`src/rtl/truth_table_scanner_pkg.sv`:
```
// Shared types for the truth-table scanner: FSM state encoding and scan-mode constants.
// MODE_SOP emits minterms (f=1), MODE_POS emits maxterms (f=0).
package truth_table_pkg;

  typedef enum logic [1:0] {
    IDLE = 2'd0,
    SCAN = 2'd1,
    DONE = 2'd2
  } state_t;

  localparam logic MODE_SOP = 1'b0;
  localparam logic MODE_POS = 1'b1;

  // A table entry is a term when its value differs from the mode bit.
  function automatic logic is_term(input logic f, input logic mode);
    return f != mode;
  endfunction

endpackage

```
`src/rtl/truth_table_scanner_if.sv`:
```
// Config/stream bundle between the scanner (slave) and its config source + term consumer (master).
// eval_x/eval_s exist only when EVAL_PORT_EN is defined.
interface truth_table_scanner_if #(
  parameter int N_IN = 3
);

  logic                 tt_load;
  logic [2**N_IN-1:0]   tt_data;
  logic                 mode;
  logic                 start;
  logic                 busy;
  logic                 out_valid;
  logic                 out_ready;
  logic [N_IN-1:0]      out_index;
  logic                 done;
  logic [N_IN:0]        term_count;
`ifdef EVAL_PORT_EN
  logic [N_IN-1:0]      eval_x;
  logic                 eval_s;

  modport master (
    output tt_load, tt_data, mode, start, out_ready, eval_x,
    input  busy, out_valid, out_index, done, term_count, eval_s
  );

  modport slave (
    input  tt_load, tt_data, mode, start, out_ready, eval_x,
    output busy, out_valid, out_index, done, term_count, eval_s
  );
`else
  modport master (
    output tt_load, tt_data, mode, start, out_ready,
    input  busy, out_valid, out_index, done, term_count
  );

  modport slave (
    input  tt_load, tt_data, mode, start, out_ready,
    output busy, out_valid, out_index, done, term_count
  );
`endif

endinterface

```
`src/rtl/truth_table_scanner_tt_term_match.sv`:
```
// Combinational table lookup at idx_i compared against the mode bit; zero latency, no flow control.
module tt_term_match
  import truth_table_pkg::*;
#(
  parameter int N_IN = 3
) (
  input  logic [2**N_IN-1:0] tt_i,
  input  logic [N_IN-1:0]    idx_i,
  input  logic               mode_i,
  output logic               match_o
);

  assign match_o = is_term(tt_i[idx_i], mode_i);

endmodule

```
`src/rtl/truth_table_scanner.sv`:
```
// Truth-table term sequencer: one index per cycle, matching terms stall on out_ready without loss.
// Optional direct lookup port (eval_x -> eval_s, 1-cycle latency) under EVAL_PORT_EN.
module truth_table_scanner
  import truth_table_pkg::*;
#(
  parameter int N_IN = 3
) (
  input  logic                 clk,
  input  logic                 reset,
  truth_table_scanner_if.slave bus
);

  localparam int              DEPTH    = 2**N_IN;
  localparam logic [N_IN-1:0] LAST_IDX = N_IN'(DEPTH - 1);

  state_t             state_q;
  logic [DEPTH-1:0]   tt_q;
  logic [N_IN-1:0]    idx_q;
  logic [N_IN-1:0]    idx_d;
  logic               mode_q;
  logic [N_IN:0]      cnt_q;
  logic [N_IN:0]      cnt_d;
  logic               match;
  logic               advance;

  tt_term_match #(.N_IN(N_IN)) u_scan_match (
    .tt_i    (tt_q),
    .idx_i   (idx_q),
    .mode_i  (mode_q),
    .match_o (match)
  );

  // A non-term moves on unconditionally; a term waits for the consumer.
  assign advance = (state_q == SCAN) && (!match || bus.out_ready);
  assign idx_d   = idx_q + 1'b1;
  assign cnt_d   = cnt_q + 1'b1;

  always_ff @(posedge clk or posedge reset) begin
    if (reset) begin
      state_q <= IDLE;
      tt_q    <= '0;
      idx_q   <= '0;
      mode_q  <= MODE_SOP;
      cnt_q   <= '0;
    end else begin
      case (state_q)
        IDLE: begin
          if (bus.tt_load) tt_q <= bus.tt_data;
          if (bus.start) begin
            mode_q  <= bus.mode;
            idx_q   <= '0;
            cnt_q   <= '0;
            state_q <= SCAN;
          end
        end
        SCAN: begin
          if (advance) begin
            if (match) cnt_q <= cnt_d;
            if (idx_q == LAST_IDX) state_q <= DONE;
            else                   idx_q   <= idx_d;
          end
        end
        DONE:    state_q <= IDLE;
        default: state_q <= IDLE;
      endcase
    end
  end

  assign bus.busy       = (state_q == SCAN);
  assign bus.out_valid  = (state_q == SCAN) && match;
  assign bus.out_index  = idx_q;
  assign bus.done       = (state_q == DONE);
  assign bus.term_count = cnt_q;

`ifdef EVAL_PORT_EN
  logic eval_match;
  logic eval_s_q;

  tt_term_match #(.N_IN(N_IN)) u_eval_match (
    .tt_i    (tt_q),
    .idx_i   (bus.eval_x),
    .mode_i  (MODE_SOP),
    .match_o (eval_match)
  );

  always_ff @(posedge clk or posedge reset) begin
    if (reset) eval_s_q <= 1'b0;
    else       eval_s_q <= eval_match;
  end

  assign bus.eval_s = eval_s_q;
`endif

endmodule
```
`src/flat_wrapper.sv`:
```
// flat-port wrapper written by rule: the top's interface ports become plain ports
module truth_table_scanner_flat import truth_table_pkg::*;
#(
  parameter int N_IN = 3
)
  (clk, reset, bus_tt_load, bus_tt_data, bus_mode, bus_start, bus_out_ready, bus_busy, bus_out_valid, bus_out_index, bus_done, bus_term_count);
  truth_table_scanner_if #(.N_IN(N_IN)) bus_i ();
  input  logic clk;
  input  logic reset;
  input wire logic [$bits(bus_i.tt_load)-1:0] bus_tt_load;
  input wire logic [$bits(bus_i.tt_data)-1:0] bus_tt_data;
  input wire logic [$bits(bus_i.mode)-1:0] bus_mode;
  input wire logic [$bits(bus_i.start)-1:0] bus_start;
  input wire logic [$bits(bus_i.out_ready)-1:0] bus_out_ready;
  output wire logic [$bits(bus_i.busy)-1:0] bus_busy;
  output wire logic [$bits(bus_i.out_valid)-1:0] bus_out_valid;
  output wire logic [$bits(bus_i.out_index)-1:0] bus_out_index;
  output wire logic [$bits(bus_i.done)-1:0] bus_done;
  output wire logic [$bits(bus_i.term_count)-1:0] bus_term_count;
  assign bus_i.tt_load = bus_tt_load;
  assign bus_i.tt_data = bus_tt_data;
  assign bus_i.mode = bus_mode;
  assign bus_i.start = bus_start;
  assign bus_i.out_ready = bus_out_ready;
  assign bus_busy = bus_i.busy;
  assign bus_out_valid = bus_i.out_valid;
  assign bus_out_index = bus_i.out_index;
  assign bus_done = bus_i.done;
  assign bus_term_count = bus_i.term_count;
  truth_table_scanner #(.N_IN(N_IN)) u_core (.clk(clk), .reset(reset), .bus(bus_i));
endmodule
```
`config.mk`:
```
export PLATFORM = sky130hd
export DESIGN_NAME = truth_table_scanner_flat
export DESIGN_NICKNAME = d
export VERILOG_FILES = /design/src/rtl/truth_table_scanner_pkg.sv /design/src/rtl/truth_table_scanner_if.sv /design/src/rtl/truth_table_scanner_tt_term_match.sv /design/src/rtl/truth_table_scanner.sv /design/src/flat_wrapper.sv
export SDC_FILE = /design/constraint.sdc
export NUM_CORES = 1
export LEC_CHECK = 0
export CAP_MARGIN = 20
export CORE_MARGIN = 1.5
export CORE_UTILIZATION = 42
export DETAILED_ROUTE_END_ITERATION = 8
export PLACE_DENSITY = 0.73
export SYNTH_ARGS = -nofsm -noshare
export SYNTH_HDL_FRONTEND = slang
export SYNTH_SLANG_ARGS = --single-unit
```
`constraint.sdc`:
```
create_clock -name clk -period 2.3 [get_ports clk]
set_input_delay 0.46 -clock clk [delete_from_list [all_inputs] [get_ports clk]]
set_output_delay 0.46 -clock clk [all_outputs]
set_load 0.01 [all_outputs]
```
==> flow_metrics.tcl <==
set metrics [dict create \
    overflow 0 \
    rr_startpoint "u_core.bus.out_index[0]" \
    grt_max_degree 19 \
    first_global_vias 701 \
    finClkSkew_ns 0.00123 \
    worst_slew_pin_slew_ns 0.677 \
    syn_area_um2 945 \
    worstPathArrival_ns 2.56 \
    p_comb_frac 0.585 \
    setup_tns_ns -0.0223 \
    hold_viol 0 \
    cellLeakagePower_nw 0.543 \
    die_w_um 50.4 \
    p_seq_frac 0.326 \
    synth_cells 78 \
    power_switching_uw 671 \
    crit_buf_inv 1 \
    place_congestion 0.736 \
    synth_ff_type "dfrtp_1" \
    slowest_stage "mux4_2" \
    regArea_um2 452 \
    insertedDiodeCount 0 \
    startpoint_type "register" \
    io_pins 24 \
    critPathCaptureType "register" \
    drc 0 \
    postCtsSetupBuffers 0 \
    routed_wl_mm 1.85 \
    cp.required_ns 2.54 \
    status "finished, violations left" \
    dr.pass1.iters 2 \
    worst-path-stages 6 \
    ant_nets 0 \
    synth_warnings 0 \
    rows 16 \
    syn2layout_area_growth_pct 33.5 \
    drv_cap 0 \
    numCtsBuffers 3 \
    synth_fp_nets 95 \
    path_delay_family "multiplexers" \
    final_layout_size_suffix_gt1_frac 0.239 \
    r2r_cells 6 \
    internal-power_mw 1.18 \
    avgSynthCellArea_um2 12.1 \
    crit_type "register to register" \
    start_util 0.463 \
    rsz0062_at_grt "true" \
    numClockSinks 18 \
    synth_edf_count 0 \
    synth_seq_cells 18 \
    swShare 0.362 \
    maxSlewViolCount 0 \
    fin_crit_sh 1.01 \
    whs_endpoint "u_core.tt_q[2]" \
    coreArea_mm2 0.00204 \
    hold_class "register to register" \
    power_frac_clock 0.089 \
    htree_levels 1 \
    multiInputGateArea_um2 464 \
    grt_pass1_wl_mm 3.06 \
    fmax_ghz 0.431 \
    min_from "u_core.tt_q[2]" \
    whs_path_depth 1 \
    rrSetupSlack_ns -0.02 \
    clk_pin_slew_ns 0.10 \
    via_count 718 \
    wire_per_inst_um 13.6 \
    cp_max_fo 4 \
    violations "setup timing" \
    irDropWorstVdd_mv 0.870 \
    cts_root_buf "clkbuf_4" \
    dieArea_mm2 0.00254 \
    crit_path_frequent_cell "mux2_4" \
    port_buffers 23 \
    grt_use_total 0.164 \
    dieHeight_um 50.4 \
    viasPerCell 5.28 \
    p_per_area_mw_per_mm2 1470 \
    antenna_found_initial 0 \
    clk_latency_ns 0.30 \
    timing.hold.ws_ns 0.522 \
    r2r-end "u_core.bus.term_count[3]" \
    synth_async_sr_flop_share 1.00 \
    synth_seq_area_share 0.477 \
    finalNetCount 127 \
    min_period_ns 2.32 \
    tritoncts "done" \
    finalWorstSetupSlack_ns -0.0205 \
    maxSlewHeadroom 0.548 \
    cpPeakStageDelay_ns 0.50 \
    place_ws_ns -0.151 \
    drt_iter0_drc 2 \
    ys_types 30 \
    setup-violations-final 2 \
    cp_cell_sequence "mux4_2 > mux2_4 > buf_4 > mux2_4 > or4_1 > nand3_1" \
    fill_cells 186 \
    cts.path.max_buffers 2 \
]
[cells in the final DEF, fill, tap and decap left out, types with 2 or more instances in the layout]
master / n
clkdlybuf4s50_1: 22
dfrtp_1: 17
mux2_2: 10
buf_4: 6
nand2_1: 5
nor2_1: 5
inv_1: 4
o211ai_1: 3
ha_1: 3
clkbuf_4: 3
nand2b_1: 2
mux4_2: 2
mux2_4: 2
nand3_1: 2
nor2b_1: 2
a32o_1: 2
[cells in the mapped netlist (2+ instances only)]
cell type / count / area share
nor2b_1: 2 / 0.013
nand3_1: 2 / 0.011
inv_1: 4 / 0.016
clkbuf_1: 2 / 0.0079
mux2_2: 10 / 0.12
mux4_1: 2 / 0.056
mux2_4: 2 / 0.032
ha_1: 3 / 0.040
dfrtp_1: 18 / 0.48
o211ai_1: 3 / 0.024
nand2b_1: 2 / 0.013
nor2_1: 5 / 0.020
nand2_1: 5 / 0.020
a32o_1: 2 / 0.021
[flip-flops by register name, indices dropped and copies added, names as in the netlist]
name and count:
u_core.state_q 2, u_core.tt_q 8, u_core.mode_q 1, u_core.bus.term_count 4, u_core.bus.out_index 3
[metrics by stage]
step / utilization / instances / instance area [um2] / total power [mW]
global placement: 0.611 / 132 / 1250 / 1.68
CTS: 0.618 / 136 / 1260 / 1.88
detailed placement: 0.611 / 132 / 1250 / 1.73
floorplan: - / 78 / 946 / 1.28
global route: 0.618 / 136 / 1260 / 2.00
finish: 0.618 / 136 / 1260 / 1.86
[what timing repair did]
item,in CTS,in global routing
pin swaps,2,0
hold buffers,0,0
cloned,0,0
hold endpoints to repair,0,0
endpoints found under the setup margin,3,4
gates resized for setup,6,0
[metal layers]
layer | vias up | track usage | share of wire
met1 | 346 | 0.203 | 0.46
met3 | 4 | 0.0268 | 0.049
met5 | - | 0 | 0
met4 | 0 | 0.0946 | 0.018
met2 | 18 | 0.270 | 0.47
li1 | 350 | - | -
[worst max-delay path by stage]
stage	startpoint	end	slack, ns
finish	u_core.bus.out_index[0]	u_core.bus.term_count[3]	-0.02
global route	u_core.bus.out_index[0]	u_core.bus.term_count[3]	-0.08
CTS	u_core.bus.out_index[0]	bus_out_valid	-0.03
detailed placement	u_core.bus.out_index[0]	bus_out_valid	-0.15
global placement	u_core.bus.out_index[0]	bus_out_valid	-0.12
floorplan	u_core.bus.out_index[0]	u_core.bus.term_count[3]	0.05
[kinds of logic (layout without fill, tap and decap cells)]
logic type,count (synthesis),after routing,share of synthesized area
muxes,15,15,0.217
DFF,18,18,0.477
and+or+nand+nor,23,23,0.128
adders and majority gates,3,3,0.0397
xor gates and xnor gates,1,1,0.00927
buffers and inverters,6,37,0.0238
AOI/OAI and AO/OA,12,12,0.105
[power groups by stage]
stage               clock (mW)  combinational [mW]  sequential (mW)
global route             0.188                1.19            0.626
finish                   0.166                1.09            0.605
CTS                      0.175                1.10            0.604
global placement             0                1.09            0.594
detailed placement           0                1.12            0.605
floorplan                    0               0.681            0.598
[cell type report]
type                       count  share of cell area
clock buffer                   4              0.0208
inverter                       4              0.0119
multi-input combinational     54               0.368
sequential                    18               0.358
tap                           27              0.0268
timing repair buffer          29               0.214
(Power assumes the default switching activity.)
